$ cat src/rtl/verifla_uart_pkg.sv
`timescale 1ns/1ps
`default_nettype none
// +------------------------------------------------------------------+
// | verifla_uart_pkg : shared states and timing constants for the UART |
// | Rev 1.0                                                          |
// +------------------------------------------------------------------+
package verifla_uart_pkg;

    localparam int OVERSAMPLE = 16;
    localparam int HALF_BIT   = 8;
    localparam int TICK_W     = $clog2(OVERSAMPLE);

    typedef enum logic [1:0] {TX_IDLE, TX_START, TX_DATA, TX_STOP} tx_state_t;
    typedef enum logic [1:0] {RX_IDLE, RX_START, RX_DATA, RX_STOP} rx_state_t;

    function automatic int calc_div(input int clk_freq, input int baud);
        return clk_freq / (baud * OVERSAMPLE);
    endfunction

    function automatic int calc_div_width(input int div);
        return (div <= 2) ? 1 : $clog2(div);
    endfunction

endpackage
`default_nettype wire

$ cat src/rtl/verifla_uart_if.sv
`timescale 1ns/1ps
`default_nettype none
// +------------------------------------------------------------------+
// | verifla_uart_if : host byte port plus serial pins of the UART      |
// | Rev 1.0                                                          |
// +------------------------------------------------------------------+
interface verifla_uart_if;
    logic [7:0] data_i;
    logic       wen_i;
    logic       txd_o;
    logic       tre_o;
    logic       rxd_i;
    logic [7:0] data_o;
    logic       rdy_o;
    logic       baud_tick_o;

    modport master (
        output data_i, wen_i, rxd_i,
        input  txd_o, tre_o, data_o, rdy_o, baud_tick_o
    );

    modport slave (
        input  data_i, wen_i, rxd_i,
        output txd_o, tre_o, data_o, rdy_o, baud_tick_o
    );
endinterface
`default_nettype wire

$ cat src/rtl/verifla_uart_baud_tick.sv
`timescale 1ns/1ps
`default_nettype none
// +------------------------------------------------------------------+
// | verifla_uart_baud_tick : free-running divider, one-cycle tick      |
// | Rev 1.0                                                          |
// +------------------------------------------------------------------+
module verifla_uart_baud_tick #(
    parameter int DIV   = 54,
    parameter int DIV_W = 6
) (
    input  logic clk,
    input  logic rst_n,
    output logic tick
);
    localparam logic [DIV_W-1:0] C_LAST = DIV_W'(DIV - 1);

    logic [DIV_W-1:0] r_cnt;

    always_ff @(posedge clk or negedge rst_n) begin
        if (!rst_n)
            r_cnt <= '0;
        else if (r_cnt == C_LAST)
            r_cnt <= '0;
        else
            r_cnt <= r_cnt + 1'b1;
    end

    assign tick = (r_cnt == C_LAST);
endmodule
`default_nettype wire

$ cat src/rtl/verifla_uart.sv
`timescale 1ns/1ps
`default_nettype none
// +------------------------------------------------------------------+
// | verifla_uart : 8N1 UART, independent TX/RX on a shared 16x tick    |
// | Rev 1.0                                                          |
// +------------------------------------------------------------------+
module verifla_uart
    import verifla_uart_pkg::*;
#(
    parameter int CLK_FREQ = 100_000_000,
    parameter int BAUD     = 115200
) (
    input  logic          sys_clk,
    input  logic          sys_rst_l,
    verifla_uart_if.slave bus
);
    localparam int DIV   = calc_div(CLK_FREQ, BAUD);
    localparam int DIV_W = calc_div_width(DIV);
    localparam logic [TICK_W-1:0] C_LAST_TICK = TICK_W'(OVERSAMPLE - 1);
    localparam logic [TICK_W-1:0] C_MID_TICK  = TICK_W'(HALF_BIT - 1);

    logic w_tick;

    verifla_uart_baud_tick #(.DIV(DIV), .DIV_W(DIV_W)) u_baud (
        .clk   (sys_clk),
        .rst_n (sys_rst_l),
        .tick  (w_tick)
    );

    // ---------------- transmitter ----------------
    tx_state_t         r_tx_state;
    logic [TICK_W-1:0] r_tx_cnt;
    logic [2:0]        r_tx_bit;
    logic [7:0]        r_tx_shift;
    logic              r_txd;
    logic              r_tre;

    always_ff @(posedge sys_clk or negedge sys_rst_l) begin
        if (!sys_rst_l) begin
            r_tx_state <= TX_IDLE;
            r_tx_cnt   <= '0;
            r_tx_bit   <= '0;
            r_tx_shift <= '0;
            r_txd      <= 1'b1;
            r_tre      <= 1'b1;
        end else begin
            case (r_tx_state)
                TX_IDLE: begin
                    r_txd <= 1'b1;
                    if (bus.wen_i && r_tre) begin
                        r_tx_shift <= bus.data_i;
                        r_tx_cnt   <= '0;
                        r_tre      <= 1'b0;
                        r_txd      <= 1'b0;
                        r_tx_state <= TX_START;
                    end
                end
                TX_START: if (w_tick) begin
                    if (r_tx_cnt == C_LAST_TICK) begin
                        r_tx_cnt   <= '0;
                        r_tx_bit   <= '0;
                        r_txd      <= r_tx_shift[0];
                        r_tx_state <= TX_DATA;
                    end else begin
                        r_tx_cnt <= r_tx_cnt + 1'b1;
                    end
                end
                TX_DATA: if (w_tick) begin
                    if (r_tx_cnt == C_LAST_TICK) begin
                        r_tx_cnt <= '0;
                        if (r_tx_bit == 3'd7) begin
                            r_txd      <= 1'b1;
                            r_tx_state <= TX_STOP;
                        end else begin
                            // shift now, present the next bit from the pre-shift value
                            r_tx_bit   <= r_tx_bit + 1'b1;
                            r_tx_shift <= {1'b0, r_tx_shift[7:1]};
                            r_txd      <= r_tx_shift[1];
                        end
                    end else begin
                        r_tx_cnt <= r_tx_cnt + 1'b1;
                    end
                end
                TX_STOP: if (w_tick) begin
                    if (r_tx_cnt == C_LAST_TICK) begin
                        r_tx_cnt   <= '0;
                        r_tre      <= 1'b1;
                        r_tx_state <= TX_IDLE;
                    end else begin
                        r_tx_cnt <= r_tx_cnt + 1'b1;
                    end
                end
                default: r_tx_state <= TX_IDLE;
            endcase
        end
    end

    // ---------------- receiver ----------------
    rx_state_t         r_rx_state;
    logic [TICK_W-1:0] r_rx_cnt;
    logic [2:0]        r_rx_bit;
    logic [7:0]        r_rx_shift;
    logic [7:0]        r_rx_data;
    logic              r_rdy;
    logic              r_rx_ferr;
    logic              r_rx_meta;
    logic              r_rx_sync;

    // Synchronizer resets to the idle level so reset release cannot fake a start bit
    always_ff @(posedge sys_clk or negedge sys_rst_l) begin
        if (!sys_rst_l) begin
            r_rx_meta <= 1'b1;
            r_rx_sync <= 1'b1;
        end else begin
            r_rx_meta <= bus.rxd_i;
            r_rx_sync <= r_rx_meta;
        end
    end

    always_ff @(posedge sys_clk or negedge sys_rst_l) begin
        if (!sys_rst_l) begin
            r_rx_state <= RX_IDLE;
            r_rx_cnt   <= '0;
            r_rx_bit   <= '0;
            r_rx_shift <= '0;
            r_rx_data  <= '0;
            r_rdy      <= 1'b0;
            r_rx_ferr  <= 1'b0;
        end else begin
            r_rdy <= 1'b0;
            case (r_rx_state)
                RX_IDLE: if (!r_rx_sync) begin
                    r_rx_cnt   <= '0;
                    r_rx_state <= RX_START;
                end
                RX_START: if (w_tick) begin
                    if (r_rx_cnt == C_MID_TICK) begin
                        r_rx_cnt <= '0;
                        r_rx_bit <= '0;
                        r_rx_state <= r_rx_sync ? RX_IDLE : RX_DATA;
                    end else begin
                        r_rx_cnt <= r_rx_cnt + 1'b1;
                    end
                end
                RX_DATA: if (w_tick) begin
                    if (r_rx_cnt == C_LAST_TICK) begin
                        r_rx_cnt   <= '0;
                        r_rx_shift <= {r_rx_sync, r_rx_shift[7:1]};
                        r_rx_bit   <= r_rx_bit + 1'b1;
                        if (r_rx_bit == 3'd7)
                            r_rx_state <= RX_STOP;
                    end else begin
                        r_rx_cnt <= r_rx_cnt + 1'b1;
                    end
                end
                RX_STOP: begin
                    // after a framing error, hold here until the line returns high
                    if (r_rx_ferr) begin
                        if (r_rx_sync) begin
                            r_rx_ferr  <= 1'b0;
                            r_rx_state <= RX_IDLE;
                        end
                    end else if (w_tick) begin
                        if (r_rx_cnt == C_LAST_TICK) begin
                            r_rx_cnt <= '0;
                            if (r_rx_sync) begin
                                r_rx_data  <= r_rx_shift;
                                r_rdy      <= 1'b1;
                                r_rx_state <= RX_IDLE;
                            end else begin
                                r_rx_ferr <= 1'b1;
                            end
                        end else begin
                            r_rx_cnt <= r_rx_cnt + 1'b1;
                        end
                    end
                end
                default: r_rx_state <= RX_IDLE;
            endcase
        end
    end

    assign bus.txd_o       = r_txd;
    assign bus.tre_o       = r_tre;
    assign bus.data_o      = r_rx_data;
    assign bus.rdy_o       = r_rdy;
    assign bus.baud_tick_o = w_tick;
endmodule
`default_nettype wire

$ cat src/flat_wrapper.sv
// flat-port wrapper written by rule: the top's interface ports become plain ports
module verifla_uart_flat import verifla_uart_pkg::*;
#(
    parameter int CLK_FREQ = 100_000_000,
    parameter int BAUD     = 115200
)
  (sys_clk, sys_rst_l, bus_data_i, bus_wen_i, bus_rxd_i, bus_txd_o, bus_tre_o, bus_data_o, bus_rdy_o, bus_baud_tick_o);
  verifla_uart_if bus_i ();
  input  logic sys_clk;
  input  logic sys_rst_l;
  input wire logic [$bits(bus_i.data_i)-1:0] bus_data_i;
  input wire logic [$bits(bus_i.wen_i)-1:0] bus_wen_i;
  input wire logic [$bits(bus_i.rxd_i)-1:0] bus_rxd_i;
  output wire logic [$bits(bus_i.txd_o)-1:0] bus_txd_o;
  output wire logic [$bits(bus_i.tre_o)-1:0] bus_tre_o;
  output wire logic [$bits(bus_i.data_o)-1:0] bus_data_o;
  output wire logic [$bits(bus_i.rdy_o)-1:0] bus_rdy_o;
  output wire logic [$bits(bus_i.baud_tick_o)-1:0] bus_baud_tick_o;
  assign bus_i.data_i = bus_data_i;
  assign bus_i.wen_i = bus_wen_i;
  assign bus_i.rxd_i = bus_rxd_i;
  assign bus_txd_o = bus_i.txd_o;
  assign bus_tre_o = bus_i.tre_o;
  assign bus_data_o = bus_i.data_o;
  assign bus_rdy_o = bus_i.rdy_o;
  assign bus_baud_tick_o = bus_i.baud_tick_o;
  verifla_uart #(.CLK_FREQ(CLK_FREQ), .BAUD(BAUD)) u_core (.sys_clk(sys_clk), .sys_rst_l(sys_rst_l), .bus(bus_i));
endmodule
$ cat config.mk
export PLATFORM = sky130hd
export DESIGN_NAME = verifla_uart_flat
export DESIGN_NICKNAME = d
export VERILOG_FILES = /design/src/rtl/verifla_uart_pkg.sv /design/src/rtl/verifla_uart_if.sv /design/src/rtl/verifla_uart_baud_tick.sv /design/src/rtl/verifla_uart.sv /design/src/flat_wrapper.sv
export SDC_FILE = /design/constraint.sdc
export NUM_CORES = 1
export LEC_CHECK = 0
export CAP_MARGIN = 20
export CORE_ASPECT_RATIO = 1.2
export CORE_MARGIN = 3
export CORE_UTILIZATION = 40
export DETAILED_ROUTE_END_ITERATION = 10
export HOLD_SLACK_MARGIN = 0.02
export PLACE_DENSITY = 0.71
export SETUP_SLACK_MARGIN = 0.05
export SYNTH_ARGS = -nofsm -noshare
export SYNTH_HDL_FRONTEND = slang
export SYNTH_SLANG_ARGS = --single-unit
$ cat constraint.sdc
create_clock -name sys_clk -period 2 [get_ports sys_clk]
set_clock_uncertainty 0.2 [all_clocks]
set_input_delay 0.3 -clock sys_clk [delete_from_list [all_inputs] [get_ports sys_clk]]
set_output_delay 0.3 -clock sys_clk [all_outputs]
set_load 0.005 [all_outputs]
=== After elaboration in Yosys (flattened, before gate mapping) ===
Cells that the tools add are included.

* Bits in registers: 54
* Output and inout port bits: 12

* Equality and inequality tests: 31
* Mux-type cells: 69
* Bitwise operators: 1
* Add/sub/neg operators: 5
* Reductions and logical operators: 20

{| class="wikitable"
|+ Operators by type and width
! cell !! number
|-
| $mux W2 || 19
|-
| $mux W4 || 9
|-
| $mux W8 || 4
|-
| $mux W3 || 9
|-
| $reduce_and A5 Y1 || 4
|-
| $mux W1 || 18
|-
| $ne A2 B1 Y1 const B || 9
|-
| $ne A2 B2 Y1 const B || 8
|-
| $pmux W2 S4 || 2
|-
| $pmux W4 S4 || 1
|-
| $pmux W8 S2 || 1
|-
| $reduce_and A8 Y1 || 2
|-
| $pmux W3 S2 || 2
|-
| $add A4 B1 Y4 const B || 2
|-
| $eq A2 B2 Y1 const B || 4
|-
| $eq A4 B4 Y1 const B || 2
|-
| $pmux W4 S2 || 1
|-
| $reduce_bool A2 Y1 || 4
|-
| $add A3 B1 Y3 const B || 2
|-
| $add A6 B1 Y6 const B || 1
|-
| $eq A3 B3 Y1 const B || 2
|-
| $eq A6 B6 Y1 const B || 1
|-
| $mux W6 || 1
|-
| $reduce_and A3 Y1 || 2
|-
| 14 further kinds || 16
|}

=== Logic depth before layout (Yosys ltp) ===
Gate-level depths: netlist of the first run.

* Word-level depth: 5
* Depth in mapped cells: 10
* Gate-level depth less buffers: 8

=== Cells and area by module ===
A second synthesis of the first run with hierarchy kept.

* Cells, all modules: 243
* Area, all modules: 2698.8 µm²

{| class="wikitable"
|+ Modules (own cells, without submodules)
! module !! sequential area each (µm²) !! area an instance (µm²) !! instances !! cells each
|-
| verifla_uart || 1206.2 || 2419.8 || 1 || 215
|-
| verifla_uart_baud_tick || 150.1 || 279.0 || 1 || 28
|}

=== Least setup slack after synthesis of the first run ===
Ideal clock, no wire load.

* Kind: flip-flop to flip-flop
* Start point: register u_core.u_baud.r_cnt[1]
* End point: register u_core.r_tx_state[1]
* Cell stages (with the launch flop): 8
* Path slack: -13 ps
* Path buffers: 0
* Arrival time: 1688 ps
* Library setup time: 125 ps
* Required time: 1675 ps
* Cells stage by stage: dfrtp_1 -> inv_1 -> ha_1 -> nand2_1 -> nor3_1 -> o21bai_1 -> a21oi_1 -> mux2_2

* Longest elaborated chain between the ends: 3
* Elaborated cells between the ends (all ways): 5
* Classes of those cells: 4 x eq/ne; 1 x reduce/logical

{| class="wikitable"
|+ RTL lines
! element !! RTL line !! RTL
|-
| from (decl) || verifla_uart_baud_tick.sv:17 || <nowiki>logic [DIV_W-1:0] r_cnt;</nowiki>
|-
| from (signal assigned) || verifla_uart_baud_tick.sv:25 || <nowiki>r_cnt <= r_cnt + 1'b1;</nowiki>
|-
| $eq A6 B6 Y1 (*) || verifla_uart_baud_tick.sv:28 || <nowiki>assign tick = (r_cnt == C_LAST);</nowiki>
|-
| $ne A2 B2 Y1 (no line) || n/a ||
|-
| $reduce_and A8 Y1 (no line) (*) || n/a ||
|-
| to (signal assigned) || verifla_uart.sv:40 || <nowiki>r_tx_state <= TX_IDLE;</nowiki>
|-
| to (signal assigned) || verifla_uart.sv:55 || <nowiki>r_tx_state <= TX_START;</nowiki>
|-
| to (signal assigned) || verifla_uart.sv:63 || <nowiki>r_tx_state <= TX_DATA;</nowiki>
|-
| to (decl) || verifla_uart.sv:31 || <nowiki>tx_state_t r_tx_state;</nowiki>
|}

Every way passes the cells marked *; elsewhere a longest branch is shown, timed or not.
A chain may end at the register's enable or synchronous reset.

=== Worst setup path in the final report of the first run ===
* Start point: register u_core.u_baud.r_cnt[1]
* End point: register u_core.r_rx_cnt[0]

* Longest elaborated chain between the ends: 4
* Elaborated cells between the ends (all ways): 6
* Classes of those cells: 2 x eq/ne; 3 x mux; 1 x reduce/logical

{| class="wikitable"
|+ RTL lines
! element !! RTL line !! RTL
|-
| $eq A6 B6 Y1 (*) || verifla_uart_baud_tick.sv:28 ||
|-
| $mux W4 (2 in series) || n/a ||
|-
| $pmux W4 S4 || n/a ||
|-
| to (signal assigned) || verifla_uart.sv:142 || <nowiki>r_rx_cnt <= r_rx_cnt + 1'b1;</nowiki>
|-
| to (signal assigned) || verifla_uart.sv:153 || <nowiki>r_rx_cnt <= r_rx_cnt + 1'b1;</nowiki>
|-
| to (signal assigned) || verifla_uart.sv:174 || <nowiki>r_rx_cnt <= r_rx_cnt + 1'b1;</nowiki>
|-
| to (decl) || verifla_uart.sv:100 || <nowiki>logic [TICK_W-1:0] r_rx_cnt;</nowiki>
|}

Every way passes the cells marked *; elsewhere a longest branch is shown, timed or not. The select of a mux whose other input is x is not followed.

==> impl_results.md, run 1 <==
* Filler cell count in the final layout at between 500 and 600
* GP Congestion at slightly below 0.8
* Clk pin slew, worst setup/hold paths at 0.11 ns
* GRT overflow at 0
* Largest net degree at the start of global routing at 55
* Final Util at between 50% and 60%
* Worst hold path startpoint: u_core.r_rx_meta$_DFF_PN1_
* Synthesized area per cell at roughly 10 um2
* Final Hold Fails at 0
* Compound-Gate Fraction of Synth Area at a little over an eighth
* CTS tree: yes
* Die Y at around 97 um
* Worst Reg-to-Reg Cells at 8
* Final WS setup at 0.0112 ns
* Worst setup path class: reg2reg
* Final ANT Viol Nets at 0
* Total Neg Setup Slack at 0 ns
* Sequential share of the synthesized area at between 40 and 50%
* Peak supply drop at 359 uV
* Initial antenna violation count at 0
* CP Data Arrival Time at between 2 and 2.5 ns
* Hold EP: u_core.r_rx_sync$_DFF_PN1_
* Rel. slew slack at about four fifths
* Worst-Skew Late Latency at 0.31 ns
* Post-Synthesis Net Count at around 300
* Max-cap violation count at 0
* Post-Place Worst Slack at -0.0727 ns
* Yosys top cell by area: dfrtp_1
* IO Port Bufs at 23
* Fin crit period at just under 2 ns
* Drt first pass iters at 4
* Post-DP HPWL at 3830 um
* CTS Buffer Depth at 2
* Post-synthesis adder-cell area fraction at 5.84%
* Netlist cell types at 52
* DRC Markers at 0
* FFs w/ async S/R, synth at 100%
* Routed len/inst at 13.8 um
* DRT Wirelength at ~5700 um
* Power per Cell Area at 499 nW/um2
* Total CTS buffers at 5
* Power Total at 1.80 mW
* Mapped Cells at 269
* Largest family of logic cells by synthesized area: simple AND/OR/NAND/NOR gates
* Status: finished, final reports clean
* Largest fanout on the critical path at 4
* Share of cells above drive strength 1 at between 20% and 30%
* Ports at 24
* Mapped Area at about 2800 um2
* Vias per cell at between 5 and 6
* Crit. End Element: register
* Top-area cell type share of the netlist area at approximately 45%
* CP required at slightly above 2 ns
* Reg2reg end: u_core.r_rx_cnt[0]$_DFFE_PN0P_
* Area Growth Syn to Fin at 29.5%
* CTS Root Cell: clkbuf_8
* Via count of the routed design at between 2k and 2.5k
* Fin crit share at a little under 100%
* Fmax at 503 MHz
* Clk sinks at between 50 and 60
* Nets@finish at between 300 and 400
* Die outline width at between 80 and 90 um
* First-pass GRT wire length at 9400 um
* Rows at 32
* Worst setup SP type: register
* Reg-to-Reg Start: u_core.u_baud.r_cnt[1]$_DFF_PN0_
* Ranking of synthesized cells by area: dfrtp_1, mux2_2, ha_1, o21ai_0, nand2_1
* Number of flops mapped to enable cells by yosys at 0
* Worst min path class: reg2reg
* Ant. Diodes at 0
* Synthesized flop and latch total at between 50 and 60
* Starting DRT DRC Count at 57
* Yosys warnings at 0
* Final Slew Violations at 0
* Die area at 8010 um2
* Simple-gate area share of the yosys netlist at 18.3%
* Multiplexer share of the synthesized area at 9.74%
* Top FF cell, synth: dfrtp_1
* Pleak at 1.59 nW
* CTS H-tree lvls at 2
* Initial Util at between 40% and 50%
* Final Setup Violations at 0
* GRT Resource Usage Total at roughly 15%
* Vias in the first global route at between 2k and 2.5k
* Unrepaired setup endpoints after global routing: yes
* Placeable core area at between 6000 and 7000 um2
* Hold path cells at 0
* Worst reg2reg setup slack at approximately 0.011 ns
* XOR/XNOR Fraction of Synth Area at less than 1%
* Slew @ Worst Pin at between 0.2 and 0.3 ns
report_power, final:
| part | total, mW | leakage, nW | internal (mW) | switching (mW) |
|---|---|---|---|---|
| clock | 0.635 | 0.0447 | 0.254 | 0.381 |
| sequential | 1.11 | 0.694 | 1.10 | 0.00627 |
| combinational | 0.0579 | 0.853 | 0.0286 | 0.0293 |
cells by family (layout without fill, tap and decap cells):
| logic type | count (synthesis) | count (layout) |
|---|---|---|
| adder cells (fa/ha/maj) | 13 | 13 |
| AND/OR/NAND/NOR | 97 | 97 |
| buffers and inverters | 17 | 78 |
| multiplexers | 25 | 25 |
| AO/OA/AOI/OAI | 60 | 60 |
| XOR/XNOR | 3 | 3 |
| flip-flops | 54 | 54 |
cells in the final DEF (no fill, tap or decap), types with 2 or more instances in the layout:
cell and count:
o21a_1 2, nand3_1 8, buf_6 5, nor2b_1 3, nand2_1 29, nand3b_1 4, mux2_2 8, and3_1 2
nor2_2 2, a22o_1 4, and2_4 2, xor2_1 2, nand4_1 2, o21ai_0 20, o32ai_1 2, or4_1 2
nor4_1 2, dfstp_2 4, o211ai_1 3, ha_2 2, nor2_1 22, nor3_4 2, nand2b_1 4, buf_4 35
o21ai_1 7, clkbuf_8 5, dfrtp_1 50, inv_1 3, mux2_4 9, nor3b_1 2, a21oi_1 8, ha_1 11
mux2i_1 8, clkdlybuf4s50_1 21, buf_12 2
per-layer routing:
metal  wire (um)  GRT usage (%)  part of all wire [%]
met4          98           5.24                   1.7
met3         129           2.13                   2.2
met2        3000           25.7                    52
met1        2510           17.5                    44
met5           0              0                     0
synth_stat cells, drive strengths merged (3+ instances only):
cell and number:
dfstp 4, a22o 4, o211ai 3, nor2b 3
dfrtp 50, nand3b 4, clkbuf 8, nand3 9
inv 3, and2 3, nor3 4, mux2 17
o21ai 28, nand4 3, nand2 30, ha 13
nor4 3, a21oi 9, nand2b 4, mux2i 8
buf 5, nor2 24
timing repair:
action	4_1_cts	5_1_grt
hold endpoints to repair	50	0
resized for setup	13	27
pin swaps	4	9
endpoints found under the setup margin	32	37
hold buffers	1	0
setup buffers	6	3
how the worst max path moves through the flow:
stage / start / to / slack, ns
floorplan: u_core.u_baud.r_cnt[1]$_DFF_PN0_ / u_core.r_rx_cnt[0]$_DFFE_PN0P_ / 0.05
detailed placement: u_core.u_baud.r_cnt[1]$_DFF_PN0_ / u_core.r_rx_cnt[0]$_DFFE_PN0P_ / -0.07
global placement: u_core.u_baud.r_cnt[1]$_DFF_PN0_ / u_core.r_rx_cnt[0]$_DFFE_PN0P_ / -0.006
finish: u_core.u_baud.r_cnt[1]$_DFF_PN0_ / u_core.r_rx_cnt[0]$_DFFE_PN0P_ / 0.01
CTS: u_core.u_baud.r_cnt[1]$_DFF_PN0_ / u_core.r_rx_cnt[0]$_DFFE_PN0P_ / 0.01
global route: u_core.u_baud.r_cnt[1]$_DFF_PN0_ / u_core.bus.data_o[0]$_DFFE_PN0P_ / -0.07
stage by stage:
| step | cells | hold WS, ns | cell area [um2] |
|---|---|---|---|
| finish | 415 | 0.162 | 3610 |
| global route | 415 | 0.172 | 3610 |
| CTS | 412 | 0.163 | 3520 |
| detailed placement | 397 | 0.120 | 3330 |
| global placement | 397 | 0.121 | 3330 |
| floorplan | 269 | -0.196 | 2800 |
sequential cells by signal, indices dropped and copies added (netlist names), named ones only:
| name | count |
|---|---|
| u_core.r_rx_ferr | 1 |
| u_core.r_tx_bit | 3 |
| u_core.r_rx_meta | 1 |
| u_core.r_rx_state | 1 |
| u_core.bus.txd_o | 1 |
| u_core.r_tx_cnt | 4 |
| u_core.r_rx_shift | 8 |
| u_core.u_baud.r_cnt | 6 |
| u_core.bus.data_o | 8 |
| u_core.bus.rdy_o | 1 |
| u_core.r_tx_state | 2 |
| u_core.r_tx_shift | 8 |
| u_core.r_rx_bit | 3 |
| u_core.r_rx_sync | 1 |
| u_core.r_rx_cnt | 4 |
| u_core.bus.tre_o | 1 |
critical path, stage by stage, from the launching register on:
cell,delay (ns)
dfrtp_1,0.40
inv_1,0.06
ha_2,0.16
and2_4,0.16
buf_6,0.11
nand3_2,0.05
a221o_1,0.36
a311o_1,0.31
o21ai_2,0.11
area by class of cell:
class                           instances  area, um2  area share, %
Inverter                                4       15.0          0.416
Tap cell                               85        106           2.95
Clock inverter                          3       25.0          0.693
Sequential cell                        54       1360           37.6
Timing Repair Buffer                   66        589           16.3
Clock buffer                            5       68.8           1.91
Multi-Input combinational cell        198       1450           40.1
Power figures use the tool's default switching activity.
==> run 2: changes to the inputs <==
ABC_AREA = 1   (was not set)
SETUP_SLACK_MARGIN = 0.1   (was 0.05)
SLEW_MARGIN = 20   (was not set)
==> run 2 against run 1 <==
Power up 0.43%. Global-route usage fell by 1.7 points. Sequential power about the same. Non-clock buffer count shrank 28. Core utilization down 3.6 points. Maximum frequency increased by 7.6%. Die area is 2.6% higher. Cell count up 8.4%. Area after synthesis is 2.8% higher. Hold slack got worse by 0.0091 ns. Clock power up 3.3%. Largest power group unchanged. Highest routed layer unchanged.
==> impl_results.md, run 2 <==
* Status: finished, final reports clean
* Final Setup Violations at 0
* CP required at ~1.5 ns
* Placeable core area at 6900 um2
* Worst-path cell chain: clkdlybuf4s50_1
* Synthesized area per cell at approximately 9 um2
* Via count of the routed design at 2,232
* Final Slew Violations at 0
* Commonest non-fill, non-tap cells in the layout: nand2_1, dfrtp_1, inv_1
* Area Growth Syn to Fin at 22.8%
* Commonest non-fill, non-tap cell in the layout: nand2_1
* Sequential share of the synthesized area at roughly 47%
* First-pass GRT wire length at 9070 um
* GP Congestion at between 0.8 and 0.9
* Top FF cell, synth: dfrtp_1
* Worst min path class: reg2reg
* Rows at 33
* Crit. End Element: output pin
* Most common cell in the netlist: nand2_1
* Pleak at between 1.5 and 2 nW
* Hold EP: u_core.r_rx_sync$_DFF_PN1_
* CTS tree: yes
* Mapped Cells at ~320
* Top-area cell type share of the netlist area at ~44%
* Worst-Skew Late Latency at 0.31 ns
* Ant. Diodes at 0
* Commonest cells post-synth: nand2_1, dfrtp_1, inv_1, o21ai_2, nand3_1
* Post-Place Worst Slack at about 0.086 ns
* GRT Resource Usage Total at about an eighth
* Synthesized flop and latch total at between 50 and 60
* Rel. slew slack at between 60% and 70%
* CTS Root Cell: clkbuf_8
* Die outline width at between 80 and 90 um
* Worst path slowest cell: dfstp_2
* Largest net degree at the start of global routing at 37
* Die Y at ~99 um
* Yosys warnings at 0
* Number of flops mapped to enable cells by yosys at 0
* Post-DP HPWL at about 3600 um
* Total CTS buffers at 5
* Initial Util at between 40 and 50%
* Filler cell count in the final layout at between 600 and 700
* Initial antenna violation count at 0
* Worst Reg-to-Reg Cells at 9
* Worst setup SP type: register
* Post-Synthesis Net Count at roughly 340
* Vias in the first global route at about 2.2k
* Placed insts at between 400 and 500
* Reg2reg end: u_core.r_tx_shift[1]$_DFFE_PN0P_
* Worst setup path class: reg2out
* Fin crit share at 92.4%
* Clk sinks at 54
* Worst Setup SP: u_core.bus.txd_o$_DFFE_PN1P_
* Total Neg Setup Slack at 0 ns
* Nets@finish at between 300 and 400
* IO Port Bufs at 23
* Clk pin slew, worst setup/hold paths at between 0.1 and 0.15 ns
* Worst hold path startpoint: u_core.r_rx_meta$_DFF_PN1_
* Power per Cell Area at 514 nW/um2
* CP Data Arrival Time at approximately 1.4 ns
* Mapped Area at about 2900 um2
* Ranking of synthesized cells by area: dfrtp_1, nand2_1, o21ai_2, ha_1, inv_1
* Peak supply drop at around 360 uV
* Cell family with most CP delay: flip-flops
* DRC Markers at 0
* Starting DRT DRC Count at around 160
* Yosys top cell by area: dfrtp_1
* Reg-to-Reg Start: u_core.u_baud.r_cnt[1]$_DFF_PN0_
* Vias per cell at approximately 5.0
* Drt first pass iters at 4
* CP Depth at 1
* Final Hold Fails at 0
* CTS H-tree lvls at 2
* Unrepaired setup endpoints after global routing: yes
* Hold path cells at 0
* Share of cells above drive strength 1 at between 20% and 30%
* Worst reg2reg setup slack at between 0.15 and 0.2 ns
* Largest fanout on the critical path at 2
* Slew @ Worst Pin at 0.476 ns
* GRT overflow at 0
* Slowest Stage Delay on Critical Path at 0.55 ns
* DRT Wirelength at 5290 um
* Routed len/inst at between 10 and 15 um
* Worst path bufs/invs at 1
* Die area at between 8000 and 9000 um2
* Final WS setup at 0.152 ns
* Non-Filler Instances at 450
* Fin crit period at 1.85 ns
* FFs w/ async S/R, synth at between 90% and 100%
* Ports at 24
* Max-cap violation count at 0
* Final ANT Viol Nets at 0
* Netlist cell types at 33
* Fmax at roughly 540 MHz
* Fin Hold WS at between 0.15 and 0.2 ns
* CTS Buffer Depth at 2
==> run 2: metal layers <==
metal	track usage, %	wire length (um)	share of wire, %
met1	14.2	2230	42
met2	24.7	2830	53
met3	2.26	155	2.9
met4	4.53	80	1.5
met5	0	0	0
==> run 2: worst register-to-register path, stage by stage, from the launching register on <==
cell and delay, ns:
dfrtp_1 0.40, inv_2 0.07, ha_4 0.13, nand3_4 0.08
nor2_8 0.09, buf_6 0.14, nand2_8 0.07, a21oi_4 0.29
nand2_4 0.15, o21ai_2 0.15
==> run 2: cell type report <==
| class | instances | area (um2) | area share, % |
|---|---|---|---|
| multi-input cells | 217 | 1420 | 40.3 |
| flip-flops and latches | 54 | 1360 | 38.6 |
| repair buffers | 38 | 363 | 10.3 |
| inverters | 46 | 173 | 4.91 |
| well taps | 87 | 109 | 3.10 |
| clock buffers | 5 | 68.8 | 1.96 |
| clock inverters | 3 | 28.8 | 0.819 |
==> run 2: power breakdown <==
part | internal [mW] | switching, mW | total (mW)
Combinational | 0.0257 | 0.0290 | 0.0547
Sequential | 1.10 | 0.00315 | 1.10
Clock | 0.263 | 0.393 | 0.656
Total | 1.38 | 0.425 | 1.81
==> run 2: metrics by stage <==
stage / total power [mW] / area, um2 / util, %
after floorplan: 1.12 / 2860 / -
after global placement: 1.17 / 3220 / 46.8
after detailed placement: 1.17 / 3220 / 46.8
after CTS: 1.84 / 3360 / 48.7
after global routing: 1.88 / 3520 / 51.0
final: 1.81 / 3520 / 51.0
==> run 2: cells by family (layout without fill, tap and decap cells) <==
group / after synthesis / after routing / synth area share [%]
AO/OA/AOI/OAI: 62 / 62 / 15.2
XOR/XNOR: 2 / 2 / 0.612
adder cells (fa/ha/maj): 13 / 13 / 5.68
buffers and inverters: 50 / 92 / 7.38
flip-flops: 54 / 54 / 47.4
multiplexers: 7 / 7 / 2.45
AND/OR/NAND/NOR: 131 / 133 / 21.4
==> run 2: repair_timing <==
action	in CTS	in global routing
setup endpoints to repair	5	35
cloned	0	2
pin swaps	2	6
hold buffers	1	0
buffers inserted	3	4
gates resized for setup	3	26
endpoints found under the hold margin	16	0
==> run 2: worst max-delay path by stage <==
stage,endpoint,slack [ns]
4_1_cts,u_core.r_tx_shift[6]$_DFFE_PN0P_,0.11
3_5_place_dp,bus_baud_tick_o,0.09
3_3_place_gp,bus_baud_tick_o,0.10
6_report,bus_txd_o,0.15
2_1_floorplan,u_core.r_tx_shift[2]$_DFFE_PN0P_,0.17
5_1_grt,u_core.r_tx_shift[1]$_DFFE_PN0P_,0.06
==> run 3: changes to the inputs <==
ABC_AREA = not set   (was 1)
CORE_MARGIN = not set   (was 3)
==> run 3 against run 2 <==
The run now ends with negative setup slack left. First-iteration DRC count is 38% lower. Via count is 1.5% higher. Maximum frequency is 11% lower. Clock power is 5.8% lower. Worst setup slack worse by 0.23 ns. Hold slack better by 0.011 ns. Combinational power is 13% higher. Critical path depth is 7 higher.
==> impl_results.md, run 3 (synthesized netlist as in run 1, its figures left out) <==
* Status: complete, but fails checks
* Failing checks: negative setup slack
* Hold path cells at 0
* Final ANT Viol Nets at 0
* Non-Filler Instances at 422
* Ant. Diodes at 0
* CP Data Arrival Time at 2.11 ns
* DRC Markers at 0
* Rel. slew slack at between 70% and 80%
* Nets@finish at around 360
* Fin crit share at 104%
* Commonest non-fill, non-tap cell in the layout: dfrtp_1
* First-pass GRT wire length at between 10,000 and 15,000 um
* Ports at 24
* Final Hold Fails at 0
* Initial antenna violation count at 0
* Worst hold path startpoint: u_core.r_rx_meta$_DFF_PN1_
* Reg area at 1360 um2
* Commonest non-fill, non-tap cells in the layout: dfrtp_1, buf_4, nand2_1
* Area Growth Syn to Fin at 37.4%
* Share of cells above drive strength 1 at about a third
* Worst path slowest cell: dfrtp_1
* Total CTS buffers at 5
* Final Setup Violations at 14
* GP Congestion at 0.819
* Placed insts at 394
* CTS H-tree lvls at 2
* Rows at 32
* Max-cap violation count at 0
* Routed len/inst at about 15 um
* Fmax at 482 MHz
* Fin Hold WS at 0.164 ns
* GRT Resource Usage Total at between 10% and 20%
* Crit. End Element: register
* Vias per cell at between 5 and 6
* Worst-Skew Late Latency at approximately 0.30 ns
* CTS tree: yes
* Reg2reg end: u_core.r_rx_cnt[0]$_DFFE_PN0P_
* Pleak at between 1.5 and 2 nW
* Die area at 7310 um2
* Vias in the first global route at roughly 2.2k
* Starting DRT DRC Count at 96
* Hold EP: u_core.r_rx_sync$_DFF_PN1_
* Unrepaired setup endpoints after global routing: yes
* Fin crit period at 2.07 ns
* Die Y at slightly above 90 um
* Largest net degree at the start of global routing at 55
* Area of the multi-input gates at 1600 um2
* CP required at 2.04 ns
* Worst min path class: reg2reg
* IO Port Bufs at 23
* Worst setup path class: reg2reg
* Clk pin slew, worst setup/hold paths at ~0.10 ns
* Power per Cell Area at 467 nW/um2
* Via count of the routed design at roughly 2.3k
* Worst setup SP type: register
* Reg-to-Reg Start: u_core.u_baud.r_cnt[1]$_DFF_PN0_
* Drt first pass iters at 4
* Placeable core area at 6570 um2
* Post-DP HPWL at 3950 um
* Worst reg2reg setup slack at -0.07 ns
* Worst-path cell chain: inv_1 -> ha_2 -> and2_4 -> buf_6 -> nand3_2 -> a221o_1 -> a311o_1 -> o21ai_2
* Slew @ Worst Pin at 0.339 ns
* Worst Reg-to-Reg Cells at 8
* Post-Place Worst Slack at -0.0842 ns
* Peak supply drop at 482 uV
* Clk sinks at 54
* CTS Root Cell: clkbuf_8
* Largest fanout on the critical path at 4
* Die outline width at 78.2 um
* CTS Buffer Depth at 2
* Final WS setup at -0.0736 ns
* Final Slew Violations at 0
* GRT overflow at 0
* DRT Wirelength at 6120 um
* Filler cell count in the final layout at around 560
* Slowest Stage Delay on Critical Path at between 0.3 and 0.4 ns
* Initial Util at a little over two fifths
run 3: repair_timing:
| item | CTS | global route |
|---|---|---|
| resized for setup | 47 | 33 |
| endpoints found under the hold margin | 50 | 0 |
| hold buffers | 1 | 0 |
| buffers inserted | 11 | 8 |
| cloned | 1 | 0 |
| endpoints found under the setup margin | 34 | 43 |
| pin swaps | 18 | 14 |
run 3: how the worst max path moves through the flow:
| stage | start | to | depth (start not counted) |
|---|---|---|---|
| CTS | u_core.u_baud.r_cnt[1]$_DFF_PN0_ | u_core.r_rx_cnt[0]$_DFFE_PN0P_ | 8 |
| floorplan | u_core.u_baud.r_cnt[1]$_DFF_PN0_ | u_core.bus.data_o[3]$_DFFE_PN0P_ | 7 |
| detailed placement | u_core.u_baud.r_cnt[1]$_DFF_PN0_ | u_core.r_rx_cnt[2]$_DFFE_PN0P_ | 7 |
| finish | u_core.u_baud.r_cnt[1]$_DFF_PN0_ | u_core.r_rx_cnt[0]$_DFFE_PN0P_ | 8 |
| global placement | u_core.u_baud.r_cnt[1]$_DFF_PN0_ | u_core.r_rx_cnt[0]$_DFFE_PN0P_ | 7 |
| global route | u_core.u_baud.r_cnt[1]$_DFF_PN0_ | u_core.r_rx_cnt[2]$_DFFE_PN0P_ | 9 |
run 3: worst max-delay path: cells and delay by family (launching register included):
family	cells	cell delay (ns)
adder cells (fa/ha/maj)	1	0.18
buffers and inverters	2	0.18
AO/OA/AOI/OAI	3	0.82
flip-flops	1	0.39
AND/OR/NAND/NOR	2	0.23
run 3: area by class of cell:
| class | instances | share of cell area [%] |
|---|---|---|
| flip-flops and latches | 54 | 35.4 |
| repair buffers | 72 | 17.2 |
| inverters | 4 | 0.458 |
| well taps | 85 | 2.78 |
| clock buffers | 5 | 1.80 |
| multi-input cells | 199 | 41.8 |
| clock inverters | 3 | 0.556 |
run 3: through the flow:
stage	instance area, um2	TNS (ns)	total power [mW]	utilization (%)
final	3830	-0.364	1.79	58.3
after global routing	3830	-1.71	1.85	58.3
after CTS	3650	-0.0989	1.80	55.6
after detailed placement	3320	-0.620	1.19	50.6
after global placement	3320	-0.00806	1.19	50.6
after floorplan	2810	0	1.14	-
run 3: metal layers:
layer | GRT usage [%] | up-vias | share of wire (%)
li1 | - | 1097 | -
met1 | 21.6 | 1118 | 44
met2 | 30.2 | 42 | 52
met3 | 2.44 | 8 | 2.7
met4 | 5.56 | 0 | 1.5
met5 | 0 | - | 0
run 3: where the power goes:
part	internal, mW	switching, mW	total (mW)
clock	0.247	0.371	0.618
combinational	0.0303	0.0317	0.0620
sequential	1.10	0.00640	1.11
total	1.38	0.409	1.79
==> edit, RTL diff (settings of run 2) <==
Set the package constant `OVERSAMPLE` to 8 (it was 16).
--- a/src/rtl/verifla_uart_pkg.sv
+++ b/src/rtl/verifla_uart_pkg.sv
@@ -6,7 +6,7 @@
 // +------------------------------------------------------------------+
 package verifla_uart_pkg;
 
-    localparam int OVERSAMPLE = 16;
+    localparam int OVERSAMPLE = 8;
     localparam int HALF_BIT   = 8;
     localparam int TICK_W     = $clog2(OVERSAMPLE);
 
Behaviour: no difference found for any inputs over 10 cycles, from zero or initial values and one cycle with sys_rst_l low; that may be too few to reach the edited logic, so the function may still have changed.
==> edit against run 2 <==
  * Largest cell class is now flip-flops and latches
  * Register-to-register slack gained 0.02 ns
  * Total power up 2.9%
  * Die area is 3.6% lower
  * Critical endpoint is now bus_baud_tick_o
  * Sequential cell count shrank 1
  * Global-route usage up 1.1 points
  * Final cell count up 0.22%
  * Synthesized area shrank 3.8%
  * Highest routed layer unchanged
  * Hold slack better by 0.0054 ns
  * Final area decreased by 5.0%
  * Setup slack lost 0.028 ns
  * Count of clock-buffer cells in the layout is 1 higher
  * Wire length up 0.26%
==> edit: results <==
[layout]
fillCellCount = 613
layout.nets = 396
drive_gt1_frac = 0.1585
antenna_cells = 0
fin_cells = 451

[global_routing]
grt_use_total = 0.1406
use_met2 = 0.2421
antenna_found_initial = 0
grt_max_degree = 54
use_met1 = 0.1680
grt_pass1_vias = 2176
use_met3 = 0.02421
grt_pass1_wl_mm = 9.011

[cts]
cts_htree_levels = 2
postCtsSetupBuffers = 1
ctsResizeCount = 5
cts_made_buffers = 5
cts_hold_buffers = 1
clk_pin_slew_ns = 0.10

[status]
status = complete, no violations

[placed_design]
hpwl_mm = 3.802
placed_cell_area_sq_um = 3156
gp_congestion = 0.8560
numPlacedInstances = 438
io_buffers = 23

[hold_path]
hp-class = flop to flop
whs_path_depth = 0

[sta]
tightest_slew_ns = 0.2930

[synthesis]
syn_avg_cell_area_sq_um = 8.504
yosysWarningCount = 0
seq_area_frac_synth = 0.4832
synth-main-ff-cell = dfrtp_1
yosysUniqueCellTypes = 30
synth_common_cells = 111 x nand2_1, 49 x dfrtp_1, 37 x inv_1, 19 x ha_1, 18 x o21ai_0
synthTopCellsByArea = dfrtp_1 45%, nand2_1 15%, ha_1 8.6%, inv_1 5.0%, dfstp_2 3.8%
postSynth.asyncResetShare = 1.000
synth_nets = 355

[power]
leakage_uw = 0.001663
ir_drop_uv = 372.5

[route]
avgRoutedWirePerCell_microns = 11.75
topRoutingLayerUsed = met4
dr.pass1.iters = 4
routedLengthMet1_mm = 2.345
dr_wl_met3_microns = 140
dr_wl_met2_mm = 2.736
via_per_inst = 4.927
drt_iter0_drc = 73

[critical_path]
slowest_stage = dfrtp_1
worst_path_largest_cell_delay_ns = 0.40
path_max_fanout = 4
critical_path_arrival_ns = 1.38
reg2regPathDepth = 10
cpLargestDelayFamily = flip-flops
## edit: final cells by class
type,instances,share of cell area
Multi-Input combinational cell,229,0.3846
Timing Repair Buffer,38,0.1090
Sequential cell,53,0.3985
Clock buffer,6,0.02172
Tap cell,85,0.03184
Clock inverter,2,0.01161
Inverter,38,0.04270
## edit: path summary, 6_finish.rpt
| kind | end | from | slack [ns] |
|---|---|---|---|
| min | u_core.r_rx_sync | u_core.r_rx_meta | 0.16 |
| min reg2reg | u_core.r_rx_sync | u_core.r_rx_meta | 0.16 |
| max in group asynchronous | u_core.r_rx_meta | sys_rst_l | 0.99 |
| min in group asynchronous | u_core.u_baud.r_cnt[0] | sys_rst_l | 0.30 |
| max | bus_baud_tick_o | u_core.u_baud.r_cnt[0] | 0.12 |
| max reg2reg | u_core.r_rx_bit[1] | u_core.u_baud.r_cnt[0] | 0.19 |
## edit: kinds of logic (layout without fill, tap and decap cells)
group / count (synthesis) / after routing / synth area share
DFF: 53 / 53 / 0.4832
and+or+nand+nor: 168 / 168 / 0.2725
xor gates and xnor gates: 2 / 2 / 0.006359
AOI/OAI and AO/OA: 40 / 40 / 0.08856
adders and majority gates: 19 / 19 / 0.08629
buffers and inverters: 42 / 84 / 0.06312
## edit: through the flow
step	setup WS [ns]	util	total power, uW
4_1_cts	0.1022	0.5011	1896
2_1_floorplan	0.3284	-	1104
5_1_grt	0.03709	0.5088	1947
6_report	0.1234	0.5088	1862
3_5_place_dp	0.08551	0.4806	1153
3_3_place_gp	0.1199	0.4806	1153
## edit: report_power, final
| part | internal, uW | switching (uW) | total, uW |
|---|---|---|---|
| Sequential | 1070 | 1.53 | 1080 |
| Combinational | 26.1 | 29.4 | 55.6 |
| Clock | 376 | 354 | 730 |
| Total | 1480 | 385 | 1860 |
